## src/rtl/pipeline_hazard_ctrl.sv

```systemverilog
// Hazard sequencing for the ID/EX boundary: load-use stalls, taken-branch flushes,
// memory-busy freezes, a saturating stall counter and a sticky memory-timeout flag.
module pipeline_hazard_ctrl #(
    parameter int         REG_INDEX_BIT_WIDTH = 4,
    parameter logic [3:0] OP_LW               = 4'b0001,
    parameter logic [3:0] OP_SW               = 4'b0011,
    parameter logic [3:0] OP_BRANCH           = 4'b0010,
    parameter int         MEM_TIMEOUT         = 16
) (
    input  logic                           clk,
    input  logic                           rst,
    input  logic                           id_valid,
    input  logic [3:0]                     id_opcode,
    input  logic [REG_INDEX_BIT_WIDTH-1:0] id_rs,
    input  logic [REG_INDEX_BIT_WIDTH-1:0] id_rt,
    input  logic                           ex_valid,
    input  logic [3:0]                     ex_opcode,
    input  logic [REG_INDEX_BIT_WIDTH-1:0] ex_rd,
    input  logic                           branch_taken,
    input  logic                           mem_req,
    input  logic                           mem_ready,
    input  logic                           stat_clr,
    output logic                           pc_write,
    output logic                           ifid_write,
    output logic                           idex_bubble,
    output logic                           ifid_flush,
    output logic                           idex_flush,
    output logic                           pipe_freeze,
    output logic [15:0]                    stall_count,
    output logic                           mem_timeout
);

    localparam int WCW = $clog2(MEM_TIMEOUT + 1);

    typedef enum logic {RUN, MEM_WAIT} state_t;

    state_t         r_state;
    state_t         w_next_state;
    logic [WCW-1:0] r_wait_cnt;
    logic [15:0]    r_stall_count;
    logic           r_mem_timeout;

    logic w_freeze;
    logic w_branch;
    logic w_rt_is_src;
    logic w_load_use;

    assign w_freeze = mem_req && !mem_ready;
    assign w_branch = ex_valid && (ex_opcode == OP_BRANCH) && branch_taken;

    // Stores read rt as write data; only a load uses rt as its destination.
    assign w_rt_is_src = (id_opcode == OP_SW) || (id_opcode != OP_LW);
    assign w_load_use  = ex_valid && (ex_opcode == OP_LW) && id_valid &&
                         ((id_rs == ex_rd) || (w_rt_is_src && (id_rt == ex_rd)));

    always_comb begin
        pc_write    = 1'b1;
        ifid_write  = 1'b1;
        idex_bubble = 1'b0;
        ifid_flush  = 1'b0;
        idex_flush  = 1'b0;
        pipe_freeze = 1'b0;
        if (!rst) begin
            pc_write   = 1'b0;
            ifid_write = 1'b0;
            ifid_flush = 1'b1;
            idex_flush = 1'b1;
        end else if (w_freeze) begin
            pipe_freeze = 1'b1;
            pc_write    = 1'b0;
            ifid_write  = 1'b0;
        end else if (w_branch) begin
            ifid_flush = 1'b1;
            idex_flush = 1'b1;
        end else if (w_load_use) begin
            pc_write    = 1'b0;
            ifid_write  = 1'b0;
            idex_bubble = 1'b1;
        end
    end

    always_comb begin
        w_next_state = r_state;
        case (r_state)
            RUN:      if (w_freeze)  w_next_state = MEM_WAIT;
            MEM_WAIT: if (!w_freeze) w_next_state = RUN;
            default:  w_next_state = RUN;
        endcase
    end

    always_ff @(posedge clk) begin
        if (!rst) begin
            r_state       <= RUN;
            r_wait_cnt    <= '0;
            r_mem_timeout <= 1'b0;
        end else begin
            r_state <= w_next_state;
            if (w_freeze) begin
                if (r_wait_cnt != WCW'(MEM_TIMEOUT))
                    r_wait_cnt <= r_wait_cnt + 1'b1;
                if (r_wait_cnt >= WCW'(MEM_TIMEOUT - 1))
                    r_mem_timeout <= 1'b1;
            end else begin
                r_wait_cnt <= '0;
            end
        end
    end

    always_ff @(posedge clk) begin
        if (!rst)
            r_stall_count <= 16'h0000;
        else if (stat_clr)
            r_stall_count <= 16'h0000;
        else if (!pc_write && (r_stall_count != 16'hFFFF))
            r_stall_count <= r_stall_count + 16'h0001;
    end

    assign stall_count = r_stall_count;
    assign mem_timeout = r_mem_timeout;

endmodule

```

## config.mk

```make
export PLATFORM = sky130hd
export DESIGN_NAME = pipeline_hazard_ctrl
export DESIGN_NICKNAME = d
export VERILOG_FILES = /design/src/rtl/pipeline_hazard_ctrl.sv
export SDC_FILE = /design/constraint.sdc
export NUM_CORES = 1
export LEC_CHECK = 0
export CORE_ASPECT_RATIO = 1.2
export CORE_MARGIN = 2
export CORE_UTILIZATION = 47
export DETAILED_ROUTE_END_ITERATION = 12
export GPL_TIMING_DRIVEN = 0
export PLACE_DENSITY = 0.85
export SETUP_SLACK_MARGIN = 0.2
export SLEW_MARGIN = 5
export SYNTH_ARGS = -nofsm -noshare
export SYNTH_HDL_FRONTEND = slang
export SYNTH_SLANG_ARGS = --single-unit
```

## constraint.sdc

```tcl
create_clock -name clk -period 7.83 [get_ports clk]
set_input_delay 1.566 -clock clk [delete_from_list [all_inputs] [get_ports clk]]
set_output_delay 1.566 -clock clk [all_outputs]
set_load 0.01 [all_outputs]
```

Word level (Yosys, flattened, before mapping) --
Index checks and enable logic that the tools add are counted.
Storage, ports and cells: memories 0, memory bits (read-only) 0, logic and storage cells 43, memory bits (writable) 0, output and inout port bits 23, bits in latches 0, input port bits 28, bits in registers 22
Cells by class: reduce and logical (&&, ||, !) cells 15, multiplexer cells 13, add/sub/neg operators 2, bitwise operators 1, magnitude comparators 1, eq/ne operators 8, divide/modulo/power cells 0, shift-type cells 0, multiply operators 0
Operators with widths (count):
- adder 16 x 1 -> 16 bit, second input constant | 1
- inequality test 16 bit, second input constant | 1
- 2-to-1 mux 1 bit | 13
- == test 4 x 2 -> 1 bit, second input constant | 2
- == test 4 bit | 2
- logical AND 1 bit | 8
- adder 5 x 1 -> 5 bit, second input constant | 1
- >= comparator 5 x 4 -> 1 bit, second input constant | 1
- inequality test 5 bit, second input constant | 1
- == test 4 x 1 -> 1 bit, second input constant | 1
- inequality test 4 x 1 -> 1 bit, second input constant | 1
- AND reduction 2 bit | 2
- zero test 1 bit | 2
- logical OR 1 bit | 2
- OR reduction 2 bit | 1
- NOT 1 bit | 1

Depth between registers and ports, before layout --
Gate-level depths: netlist of run 1.
depth after elaboration 11, mapped depth 9, gate-level depth less buffers 7

Worst setup path after synthesis of run 1 --
No wires, ideal clock.
kind in2out, start input port ex_opcode[3], end output port pc_write, data required time 6264 ps, slack 2813 ps, stages 8, arrival 3451 ps, path buffers 3, path through or3b_1 > or4_1 > o32ai_1 > or2_1 > inv_2 > clkbuf_1 > clkbuf_1 > buf_4
Between the ends: cells in the longest elaborated chain, start to end 8, elaborated cells on any way between the ends 11, those cells by class eq/ne: 2; mux: 4; reduce/logical: 5
RTL lines:
- start: declaration | line 17 | input logic [3:0] ex_opcode,
- == test 4 x 1 -> 1 bit | line 53 | assign w_load_use = ex_valid && (ex_opcode == OP_LW) && id_valid &&
- logical AND 1 bit (3 in series) | line 53
- 2-to-1 mux 1 bit
- 2-to-1 mux 1 bit (*) (3 in series)
- end: declaration | line 23 | output logic pc_write,
Mark *: on every way between the ends. The rest lies on a longest branch, timed or not.

Worst setup path in the final report of run 1 --
start input port ex_valid, end output port pc_write
Between the ends: cells in the longest elaborated chain, start to end 7, elaborated cells on any way between the ends 9, those cells by class mux: 4; reduce/logical: 5
RTL lines:
- start: declaration | line 16 | input logic ex_valid,
- logical AND 1 bit (3 in series) | line 53
- 2-to-1 mux 1 bit | line 75 | end else if (w_load_use) begin
- 2-to-1 mux 1 bit (*) | line 72 | end else if (w_branch) begin
- 2-to-1 mux 1 bit (*) | line 68 | end else if (w_freeze) begin
- 2-to-1 mux 1 bit (*) | line 63 | if (!rst) begin
Marked as above.

==> results of run 1 <==
[where the power goes]
part | switching, mW | internal [mW]
Clock | 0.0345 | 0.0284
Sequential | 0.000623 | 0.113
Combinational | 0.0148 | 0.0218
Total | 0.0499 | 0.163
[sequential cells by signal, summed over array words and instances (netlist names)]
signal	flops
stall_count	16
mem_timeout	1
r_wait_cnt	5
[synth_stat cells (all sizes together), types with 2 or more instances]
| library cell | count |
|---|---|
| nor3 | 4 |
| nand2 | 17 |
| xor2 | 3 |
| nor2 | 7 |
| dfxtp | 22 |
| xnor2 | 8 |
| and3 | 5 |
| inv | 9 |
| nand4 | 5 |
| clkbuf | 5 |
| nand3 | 10 |
| or4 | 12 |
| nand3b | 2 |
| o21ai | 7 |
| a211oi | 3 |
| o31ai | 5 |
| buf | 3 |
| o211ai | 4 |
| or2 | 3 |
| or3 | 7 |
| ha | 4 |
| nand2b | 2 |
| a21oi | 13 |
[cell usage in the layout, fill, tap and decap left out, drive strengths merged, types with 2 or more instances in the layout]
| cell type | n |
|---|---|
| nand4 | 5 |
| nand3b | 2 |
| nand3 | 10 |
| and3 | 5 |
| or3 | 7 |
| o31ai | 5 |
| ha | 4 |
| or4 | 12 |
| o211ai | 4 |
| clkbuf | 9 |
| xor2 | 3 |
| or2 | 3 |
| a211oi | 3 |
| o21ai | 7 |
| a21oi | 13 |
| dfxtp | 22 |
| inv | 9 |
| clkdlybuf4s50 | 50 |
| xnor2 | 8 |
| nand2b | 2 |
| buf | 3 |
| nand2 | 17 |
| nor2 | 7 |
| nor3 | 4 |
[layout make-up]
type	instances	area (sq um)	share of cell area, %
multi-input combinational	129	813	42.5
timing repair buffer	50	500	26.2
sequential	22	440	23.0
buffer	8	45.0	2.36
tap	34	42.5	2.23
clock buffer	4	36.3	1.90
inverter	9	33.8	1.77
[critical path: stages]
cell and delay [ns]:
clkdlybuf4s50_1 0.45, or3b_1 0.38, or4_1 0.52, o32ai_1 0.21, or2_1 0.21, inv_2 0.06, clkbuf_1 0.21, clkbuf_1 0.29
buf_4 0.20, clkdlybuf4s50_1 0.46
[layer usage]
metal,vias to the layer above,share of wire [%],GRT usage [%]
met1,691,37,24.9
met4,0,3.0,12.2
met5,-,0,0
met2,67,53,41.3
li1,729,-,-
met3,12,7.2,6.49
[worst max-delay path by stage]
stage                 startpoint        to  slack [ns]
floorplan           ex_opcode[3]  pc_write        2.81
global placement        ex_valid  pc_write        1.75
detailed placement      ex_valid  pc_write        1.70
CTS                     ex_valid  pc_write        1.70
global route            ex_valid  pc_write        1.59
finish                  ex_valid  pc_write        1.69
[through the flow]
step                worst slack, ns  hold WS [ns]  utilization (%)
floorplan                      2.81         0.486                -
global placement               1.75         0.452             68.0
detailed placement             1.70         0.456             68.0
CTS                            1.70         0.493             69.3
global route                   1.59         0.564             69.3
finish                         1.69         0.489             69.3
[cells by family (layout without fill, tap and decap cells)]
group                      after synthesis  count (layout)  share of synthesized area [%]
buffers and inverters                   17              71                           5.92
and+or+nand+nor                         79              79                           33.1
adders and majority gates                4               4                           3.76
AOI/OAI and AO/OA                       34              34                           16.1
xor gates and xnor gates                11              11                           7.23
muxes                                    1               1                          0.751
DFF                                     22              22                           33.1
==> flow_metrics.py, run 1 <==
metrics = {
    "job": {
        "maxCapViolations": 0,
    },
    "worst_setup_path": {
        "reg2reg_depth": 7,
        "worstPathMaxFanout": 11,
        "arrival_ns": 4.58,
        "cp-end-kind": "primary output",
        "r2r-end": "stall_count[10]",
        "critical_path_class": "input pin to primary output",
        "cp.required_ns": 6.26,
        "r2r_setup_slack_ns": 5.70,
        "cp-start-kind": "input pin",
        "r2r_start": "stall_count[0]",
    },
    "route": {
        "drtPass1Iterations": 4,
        "via_per_inst": 5.86,
        "routed_wl_um": 3550,
        "drt_iter0_markers": 52,
        "antenna_left": 0,
        "vias": 1499,
        "post_drt_wl_per_cell_um": 13.9,
        "drc": 0,
    },
    "cts": {
        "htree_levels": 1,
        "hold_buffers": 0,
        "cts_num_sinks": 22,
        "cts_max_path_buffers": 2,
        "postCtsSetupRepairBufs": 0,
        "insertion_delay_ns": 0.31,
        "cts_resized": 0,
        "clkTransAtPathRegs_ns": 0.12,
        "cts_tree": "built",
        "numCtsBuffers": 3,
        "ctsRootBufferMaster": "clkbuf_4",
    },
    "sta": {
        "finalCriticalPeriod_ns": 6.14,
        "finalHoldViolCount": 0,
        "fin_skew_ns": 0.00408,
        "tns_ns": 0,
        "tightest_slew_ns": 0.535,
        "timing.slew.headroom_pct": 64.0,
        "final-setup-viol-count": 0,
        "slew_violations": 0,
        "rsz0062_at_grt": "false",
        "fmax_mhz": 163,
        "min_period_over_period_pct": 78.5,
    },
    "synthesis": {
        "ys_ff_latch": 22,
        "syn-num-nets": 200,
        "synthArstFlopShare_pct": 0,
        "ys.flop_type": "dfxtp_1",
        "synth_cell_types": 35,
        "yosys_warnings": 0,
        "ys_top_cells_by_area": "dfxtp_1 (33%), or4_1 (6.8%), xnor2_1 (5.3%)",
        "synth_edf_count": 0,
        "synth.cell_area_sq_um": 1330,
        "avgSynthCellArea_sq_um": 7.93,
        "yosys.area.top_type_share_pct": 33.1,
        "seq_area_frac_synth_pct": 33.1,
        "synthCells": 168,
        "yosys.area.top_type": "dfxtp_1",
    },
    "layout": {
        "final_cells": 256,
        "drive_gt1_share_pct": 4.95,
        "nets": 255,
        "stdcell_area_sq_um": 1910,
        "diodes": 0,
        "nFillCells": 234,
        "syn_to_final_growth_pct": 43.5,
    },
    "worst_hold_path": {
        "hp-class": "flop to flop",
        "min_path_cells": 2,
        "hp-start": "mem_timeout",
        "holdPathEnd": "mem_timeout",
    },
    "die": {
        "core_sq_um": 2760,
        "start_util_pct": 48.3,
        "fp.dieW_um": 52.6,
        "rows": 21,
        "dieHeight_um": 62.3,
        "ioPinCount": 51,
        "dieArea_sq_um": 3280,
    },
    "pwr": {
        "power_uw": 213,
        "powerDensity_nw_per_um2": 111,
        "leakage_nw": 0.623,
        "ir_drop_v": 0.0000767,
    },
    "placed_design": {
        "placed_area_sq_um": 1880,
        "placed_cells": 252,
        "place.gp.congestion": 0.842,
        "numPortBuffers": 50,
        "place_hpwl_um": 2850,
    },
    "global_route": {
        "grt_remaining_overflow": 0,
        "grt_antenna_before_repair": 0,
        "grt_pass1_vias": 1502,
        "grtUsageTotal_pct": 23.7,
        "grt_pass1_wl_um": 6090,
        "grt_max_degree": 13,
    },
    "status": {
        "status": "completed",
    },
}
Note: power is estimated with default switching activity, not from simulation.
==> run 2, diff against run 1 <==
- CORE_UTILIZATION: 47 -> 39
- PLACE_DENSITY: 0.85 -> 0.75
- clock period: 7.83 -> 5.51 ns (I/O delays scaled with it)
==> run 2 against run 1 <==
  * Count of clock-buffer cells in the layout shrank 1
  * Hold slack lost 0.027 ns
  * Wire length shrank 8.2%
  * Clock power grew 140%
  * First-iteration DRC count grew 19%
  * Largest power group unchanged
==> flow_metrics.py, run 2 (synthesis gave the netlist of run 1 again) <==
metrics = {
    "cts": {
        "hold_buffers": 0,
        "ctsRootBufferMaster": "clkbuf_8",
        "insertion_delay_ns": 0.26,
        "cts_tree": "built",
        "cts_max_path_buffers": 2,
        "cts_resized": 0,
        "htree_levels": 1,
        "clkTransAtPathRegs_ns": 0.09,
        "numCtsBuffers": 3,
        "postCtsSetupRepairBufs": 0,
        "cts_num_sinks": 22,
    },
    "sta": {
        "final-setup-viol-count": 0,
        "tns_ns": 0,
        "timing.slew.headroom_pct": 62.4,
        "fmax_mhz": 195,
        "slew_violations": 0,
        "finalCriticalPeriod_ns": 5.12,
        "fin_skew_ns": 0.00241,
        "tightest_slew_ns": 0.560,
        "min_period_over_period_pct": 92.9,
        "rsz0062_at_grt": "false",
        "finalHoldViolCount": 0,
    },
    "status": {
        "status": "completed",
    },
    "pwr": {
        "seqPwrFrac_pct": 44.0,
        "leakage_nw": 0.641,
        "ir_drop_v": 0.000201,
        "power_frac_comb_pct": 13.9,
        "internal_power_uw": 288,
        "clkPwrFrac_pct": 42.0,
        "swShare_pct": 21.1,
        "powerDensity_nw_per_um2": 187,
        "p_sw_uw": 77.0,
    },
    "layout": {
        "diodes": 0,
        "drive_gt1_share_pct": 5.41,
        "mostFrequentLayoutCells": "clkdlybuf4s50_1 (50), dfxtp_1 (22), nand2_1 (17)",
        "nets": 255,
        "largest_reg_flops": 16,
        "nFillCells": 317,
        "final_common_cell": "clkdlybuf4s50_1",
        "stdcell_area_sq_um": 1950,
        "syn_to_final_growth_pct": 46.5,
    },
    "route": {
        "routed_wl_um": 3260,
        "drc": 0,
        "drt_iter0_markers": 62,
        "antenna_left": 0,
        "drtPass1Iterations": 4,
        "vias": 1429,
        "post_drt_wl_per_cell_um": 12.6,
        "via_per_inst": 5.52,
    },
    "die": {
        "dieArea_sq_um": 3900,
        "rows": 23,
        "core_sq_um": 3310,
        "dieHeight_um": 68.0,
        "ioPinCount": 51,
        "start_util_pct": 40.3,
        "fp.dieW_um": 57.4,
    },
    "global_route": {
        "grt_pass1_vias": 1275,
        "grtUsageTotal_pct": 17.3,
        "grt_antenna_before_repair": 0,
        "grt_busiest_layer": "met2",
        "grtUsageMet2_pct": 32.8,
        "met3_usage_pct": 3.21,
        "gr-usage-met1_pct": 19.7,
        "grt_max_degree": 14,
        "grt_remaining_overflow": 0,
        "grt_pass1_wl_um": 5370,
    },
    "job": {
        "maxCapViolations": 0,
    },
    "worst_setup_path": {
        "cp-start-kind": "input pin",
        "arrival_ns": 4.01,
        "cp.required_ns": 4.41,
        "critical_path_class": "input pin to primary output",
        "cp-end-kind": "primary output",
        "worstPathMaxFanout": 11,
    },
    "placed_design": {
        "place_hpwl_um": 2560,
        "placed_area_sq_um": 1880,
        "place.gp.congestion": 0.808,
        "numPortBuffers": 50,
    },
    "worst_hold_path": {
        "hp-class": "flop to flop",
    },
}
[run 2: cell types whose count changed in the layout (fill, tap and decap cells not counted)]
cell       before  now
clkbuf_8        1    3
clkbuf_4        3    0
clkbuf_1        5    4
clkbuf_2        0    1
bufinv_16       0    1
[run 2: worst max-delay path: stages]
cell             delay (ns)
clkdlybuf4s50_1        0.44
or3b_1                 0.37
or4_1                  0.52
o32ai_1                0.21
or2_1                  0.21
inv_2                  0.06
clkbuf_1               0.21
clkbuf_2               0.25
buf_4                  0.16
clkdlybuf4s50_1        0.46
[run 2: power by group through the flow]
stage / registers, mW / logic [mW] / clock network, mW
global placement: 0.164 / 0.0507 / 0
detailed placement: 0.164 / 0.0511 / 0
finish: 0.161 / 0.0508 / 0.153
floorplan: 0.165 / 0.0201 / 0
CTS: 0.161 / 0.0513 / 0.156
global route: 0.161 / 0.0554 / 0.160
[run 2: layer usage]
metal	wire length [um]	share of wire [%]
met5	0	0
met1	1340	41
met4	21	0.64
met2	1710	52
met3	187	5.7
[run 2: area by class of cell]
class                   count  area [sq um]  area share [%]
well taps                  37          46.3            2.37
repair buffers             50           500            25.6
flip-flops and latches     22           440            22.6
clock buffers               3          41.3            2.12
clock inverters             1          30.0            1.54
inverters                   9          33.8            1.73
multi-input cells         129           813            41.7
plain buffers               8          46.3            2.37
[run 2: final timing paths]
| kind | startpoint | endpoint | slack (ns) | depth (start not counted) |
|---|---|---|---|---|
| hold reg to reg | mem_timeout | mem_timeout | 0.46 | 2 |
| setup reg to reg | stall_count[0] | stall_count[10] | 3.42 | 7 |
| setup / recovery | ex_valid | pc_write | 0.39 | 10 |
| hold / removal | mem_timeout | mem_timeout | 0.46 | 2 |
[run 2: per-stage QoR]
stage / total power, mW / cells / hold WS [ns] / util (%) / setup WS, ns
2_1_floorplan: 0.185 / 168 / 0.486 / - / 1.42
3_3_place_gp: 0.215 / 255 / 0.436 / 56.8 / 0.302
3_5_place_dp: 0.216 / 255 / 0.447 / 56.8 / 0.319
4_1_cts: 0.368 / 259 / 0.469 / 58.9 / 0.309
5_1_grt: 0.377 / 259 / 0.518 / 59.0 / 0.240
6_report: 0.365 / 259 / 0.462 / 59.0 / 0.393
